===== src/rtl/branch_predictor_pkg.sv =====
// Shared Y86-64 instruction codes and 2-bit bimodal counter definitions
// for the fetch-side branch predictor.
package branch_predictor_pkg;

  localparam logic [3:0] INOP  = 4'h1;
  localparam logic [3:0] IJXX  = 4'h7;
  localparam logic [3:0] ICALL = 4'h8;
  localparam logic [3:0] IRET  = 4'h9;

  typedef enum logic [1:0] {
    SNT = 2'b00,
    WNT = 2'b01,
    WT  = 2'b10,
    ST  = 2'b11
  } counter_e;

  localparam counter_e PRED_RESET = WT;

  function automatic counter_e sat_next(input counter_e cur, input logic taken);
    counter_e nxt;
    nxt = cur;
    case (cur)
      SNT: nxt = taken ? WNT : SNT;
      WNT: nxt = taken ? WT  : SNT;
      WT:  nxt = taken ? ST  : WNT;
      ST:  nxt = taken ? ST  : WT;
      default: nxt = PRED_RESET;
    endcase
    return nxt;
  endfunction

endpackage


===== src/rtl/branch_predictor_pattern_history_table.sv =====
// Bimodal pattern table: 2**INDEX_BITS saturating counters, one combinational
// read port and one synchronous update port; async reset to weakly taken.
module pattern_history_table
  import branch_predictor_pkg::*;
#(
  parameter int unsigned INDEX_BITS = 4
) (
  input  logic                  clk_i,
  input  logic                  rst_n_i,
  input  logic [INDEX_BITS-1:0] rd_idx,
  output counter_e              rd_ctr,
  input  logic                  upd_en,
  input  logic [INDEX_BITS-1:0] upd_idx,
  input  logic                  upd_taken
);

  localparam int unsigned ENTRIES = 2 ** INDEX_BITS;

  counter_e pht_q [ENTRIES];

  always_ff @(posedge clk_i or negedge rst_n_i) begin
    if (!rst_n_i) begin
      for (int unsigned i = 0; i < ENTRIES; i++) pht_q[i] <= PRED_RESET;
    end else if (upd_en) begin
      pht_q[upd_idx] <= sat_next(pht_q[upd_idx], upd_taken);
    end
  end

  // No bypass: a same-cycle lookup sees the pre-update counter.
  assign rd_ctr = pht_q[rd_idx];

endmodule


===== src/rtl/branch_predictor.sv =====
// Fetch-side predictor: predicts jXX/call in F, resolves and trains at E,
// supplies the recovery PC and keeps saturating branch statistics.
module branch_predictor
  import branch_predictor_pkg::*;
#(
  parameter int unsigned INDEX_BITS = 4,
  parameter int unsigned STAT_WIDTH = 32
) (
  input  logic                  clk_i,
  input  logic                  rst_n_i,
  input  logic [3:0]            f_icode_i,
  input  logic [3:0]            f_ifun_i,
  input  logic [63:0]           f_pc_i,
  input  logic [63:0]           f_valc_i,
  input  logic [63:0]           f_valp_i,
  output logic                  f_pred_taken_o,
  output logic [63:0]           f_pred_pc_o,
  input  logic [3:0]            E_icode_i,
  input  logic [3:0]            E_ifun_i,
  input  logic [63:0]           E_pc_i,
  input  logic                  E_branch_taken_i,
  input  logic [63:0]           E_valc_i,
  input  logic [63:0]           E_vala_i,
  input  logic                  e_Cnd_i,
  output logic                  e_mispredict_o,
  output logic [63:0]           e_recover_pc_o,
  output logic [STAT_WIDTH-1:0] stat_branches_o,
  output logic [STAT_WIDTH-1:0] stat_mispredicts_o
);

  counter_e rd_ctr;
  logic     e_is_jxx;
  logic     upd_en;
  logic     unused_pc_bits;

  assign unused_pc_bits = ^{f_pc_i[63:INDEX_BITS], E_pc_i[63:INDEX_BITS]};

  pattern_history_table #(
    .INDEX_BITS(INDEX_BITS)
  ) u_pht (
    .clk_i    (clk_i),
    .rst_n_i  (rst_n_i),
    .rd_idx   (f_pc_i[INDEX_BITS-1:0]),
    .rd_ctr   (rd_ctr),
    .upd_en   (upd_en),
    .upd_idx  (E_pc_i[INDEX_BITS-1:0]),
    .upd_taken(e_Cnd_i)
  );

  always_comb begin
    f_pred_taken_o = 1'b0;
    case (f_icode_i)
      IJXX:    f_pred_taken_o = (f_ifun_i == 4'h0) ? 1'b1 : rd_ctr[1];
      ICALL:   f_pred_taken_o = 1'b1;
      IRET:    f_pred_taken_o = 1'b0;
      default: f_pred_taken_o = 1'b0;
    endcase
  end

  assign f_pred_pc_o = f_pred_taken_o ? f_valc_i : f_valp_i;

  assign e_is_jxx       = (E_icode_i == IJXX);
  assign upd_en         = e_is_jxx && (E_ifun_i != 4'h0);
  assign e_mispredict_o = e_is_jxx & (e_Cnd_i ^ E_branch_taken_i);
  assign e_recover_pc_o = (e_is_jxx && e_Cnd_i) ? E_valc_i : E_vala_i;

  always_ff @(posedge clk_i or negedge rst_n_i) begin
    if (!rst_n_i) begin
      stat_branches_o    <= '0;
      stat_mispredicts_o <= '0;
    end else if (upd_en) begin
      if (stat_branches_o != '1) stat_branches_o <= stat_branches_o + 1'b1;
      if (e_mispredict_o && (stat_mispredicts_o != '1))
        stat_mispredicts_o <= stat_mispredicts_o + 1'b1;
    end
  end

endmodule

===== config.mk =====
export PLATFORM = sky130hd
export DESIGN_NAME = branch_predictor
export DESIGN_NICKNAME = d
export VERILOG_FILES = /design/src/rtl/branch_predictor_pkg.sv /design/src/rtl/branch_predictor_pattern_history_table.sv /design/src/rtl/branch_predictor.sv
export SDC_FILE = /design/constraint.sdc
export NUM_CORES = 1
export LEC_CHECK = 0
export BUFFER_PORTS_ARGS = -buffer_cell sky130_fd_sc_hd__buf_2
export CORE_AREA = 2 2 232 234
export CTS_CLUSTER_SIZE = 8
export DETAILED_ROUTE_END_ITERATION = 8
export DIE_AREA = 0 0 234 236
export GPL_ROUTABILITY_DRIVEN = 0
export PLACE_DENSITY = 0.37
export SLEW_MARGIN = 5
export SYNTH_ARGS = -nofsm -noshare
export SYNTH_HDL_FRONTEND = slang
export SYNTH_HIERARCHICAL = 1
export SYNTH_SLANG_ARGS = --single-unit

===== constraint.sdc =====
create_clock -name clk_i -period 5.5 [get_ports clk_i]
set_input_delay 0 -clock clk_i [delete_from_list [all_inputs] [get_ports clk_i]]
set_output_delay 0 -clock clk_i [all_outputs]
set_load 0.005 [all_outputs]

==> out/qor.yml <==
r2r_start: "stat_branches_o[20]"
coreArea_um2: 53100
critPathCapture: "f_pred_pc_o[23]"
vdd_drop_max_v: 0.000133
end_kind: "output port"
regToRegSetupSlack_ns: 3.04
clock-skew-final_ns: 0.00829
syn_to_final_growth_pct: 54.6
cts_setup_buffers: 0
dp_cells: 1714
crit_cells: 7
setup.worst_path.start: "u_pht/pht_q[25]"
path_cells: "mux4_2, mux4_2, o21ai_0, o41ai_2, buf_4, mux2_2, buf_2"
antenna_found_initial: 2
rsz0062_at_grt: "false"
hold_viol: 0
clk_latency_ns: 0.38
crit_buf_inv: 2
cts_tree: "done"
hp-class: "primary input to register"
syn_area_um2: 6400
hp-start: "E_pc_i[2]"
crit_family: "multiplexers"
cp.required_ns: 5.50
cts_resized: 0
routed_wl_mm: 27.6
relSlewSlack: 0.400
yosys_warnings: 6
drive_gt1_frac: 0.671
grt_overflow: 0
cts.sinks: 96
dieArea_um2: 55200
p_leak_nw: 4.72
cp-start-kind: "register"
path_class: "register to output port"
die_width_um: 234
grt_pass1_wl_mm: 39.6
grt_pass1_vias: 6261
syn_area_per_cell_um2: 11.4
num_rows: 85
period_minus_slack_ns: 3.09
crit_arrival_ns: 3.09
root_buffer: "clkbuf_16"
io_buffers: 477
routedWlPerCell_um: 15.9
cts_made_buffers: 9
drt_iter0_markers: 175
die_y_um: 236
ios: 598
max_freq_ghz: 0.324
worst_pin_slew_ns: 0.900
grt_usage: 0.0957
timing.setup.tns_ns: 0
clock_path_buffers: 2
cp_max_fo: 65
crit-reg2reg-capture: "stat_branches_o[3]"
diodes: 0
synth_fp_nets: 967
via_per_inst: 3.65
ant_nets: 0
reg2reg_depth: 5
drv_slew: 0
dp_hpwl_mm: 22.8
nets: 1436
initial_core_util: 0.121
setup_viol: 0
clkTransAtPathRegs_ns: 0.07
grt_max_degree: 66
drc: 0
netlist_instances: 561
crit_path_frequent_cell: "mux4_2"
drv_cap: 0
critPathMaxStageDelay_ns: 0.54
power_density_nw_per_um2: 188
fin_cells: 1731
dr.pass1.iters: 4
dr_total_vias: 6317
cts_max_level: 3
fin_crit_sh: 0.561
crit_slowest_cell: "mux4_2"
outcome: "complete, no violations"
[report_power, final]
group	switching (mW)	total, mW	internal [mW]
logic	0.178	0.401	0.223
clock network	0.320	0.678	0.358
registers	0.0382	0.782	0.744
total	0.536	1.86	1.33
[layout make-up]
type | instances | area (µm²)
Sequential cell | 96 | 2420
Clock inverter | 7 | 77.6
Inverter | 7 | 26.3
Fill cell | 5869 | 43200
Multi-Input combinational cell | 434 | 3850
Tap cell | 696 | 871
Timing Repair Buffer | 482 | 2430
Clock buffer | 9 | 225
[per-stage QoR]
step	util	setup WS, ns	total power, mW	area (µm²)	hold slack, ns
6_report	0.187	2.41	1.86	9900	0.130
5_1_grt	0.187	2.25	1.97	9900	0.130
4_1_cts	0.187	2.37	1.90	9900	0.107
3_5_place_dp	0.181	2.49	1.20	9590	0.0725
3_3_place_gp	0.181	2.53	1.20	9590	0.0796
2_1_floorplan	-	3.31	0.955	6400	-0.296
[cell usage in the layout (no fill, tap or decap), types with 3 or more instances in the layout]
master,n
buf_2,476
mux2_2,155
dfrtp_1,80
xnor2_1,51
nor2_1,32
nand3_1,30
nand4_1,29
nand2_1,19
and3_1,18
dfstp_2,16
mux4_2,12
xor2_1,11
a31oi_1,9
clkbuf_16,9
and4_1,8
nor3_1,8
inv_1,7
nor4_1,7
buf_4,5
nand2b_1,4
o21ai_0,3
a21oi_1,3
o211ai_1,3
[how the worst min path moves through the flow]
| stage | endpoint | slack, ns | cells past startpoint |
|---|---|---|---|
| finish | u_pht/pht_q[30] | 0.13 | 3 |
| CTS | u_pht/pht_q[30] | 0.11 | 3 |
| floorplan | stat_branches_o[0] | -0.30 | 0 |
| global placement | stat_mispredicts_o[22] | 0.08 | 1 |
| detailed placement | stat_mispredicts_o[30] | 0.07 | 1 |
| global route | u_pht/pht_q[26] | 0.13 | 3 |
[worst register-to-register path, delay by kind of cell (launching register included)]
kind / cells / cell delay, ns
simple gates: 3 / 1.15
xor+xnor: 1 / 0.14
compound gates: 1 / 0.59
flops: 1 / 0.47
[per-layer routing]
metal,vias up,part of all wire,GRT usage
met5,-,0,0
met4,0,0.017,0.0295
met3,19,0.064,0.0191
met2,243,0.50,0.166
met1,3018,0.42,0.118
li1,3037,-,-
[registers in the layout (all words and copies together), names as in the netlist]
signal / cells
stat_mispredicts_o: 32
u_pht/pht_q: 32
stat_branches_o: 32
[timing repair]
action,in CTS,in global routing
endpoints found under the setup margin,0,0
endpoints found under the hold margin,33,0
hold buffers,1,0
Power figures use the tool's default switching activity.
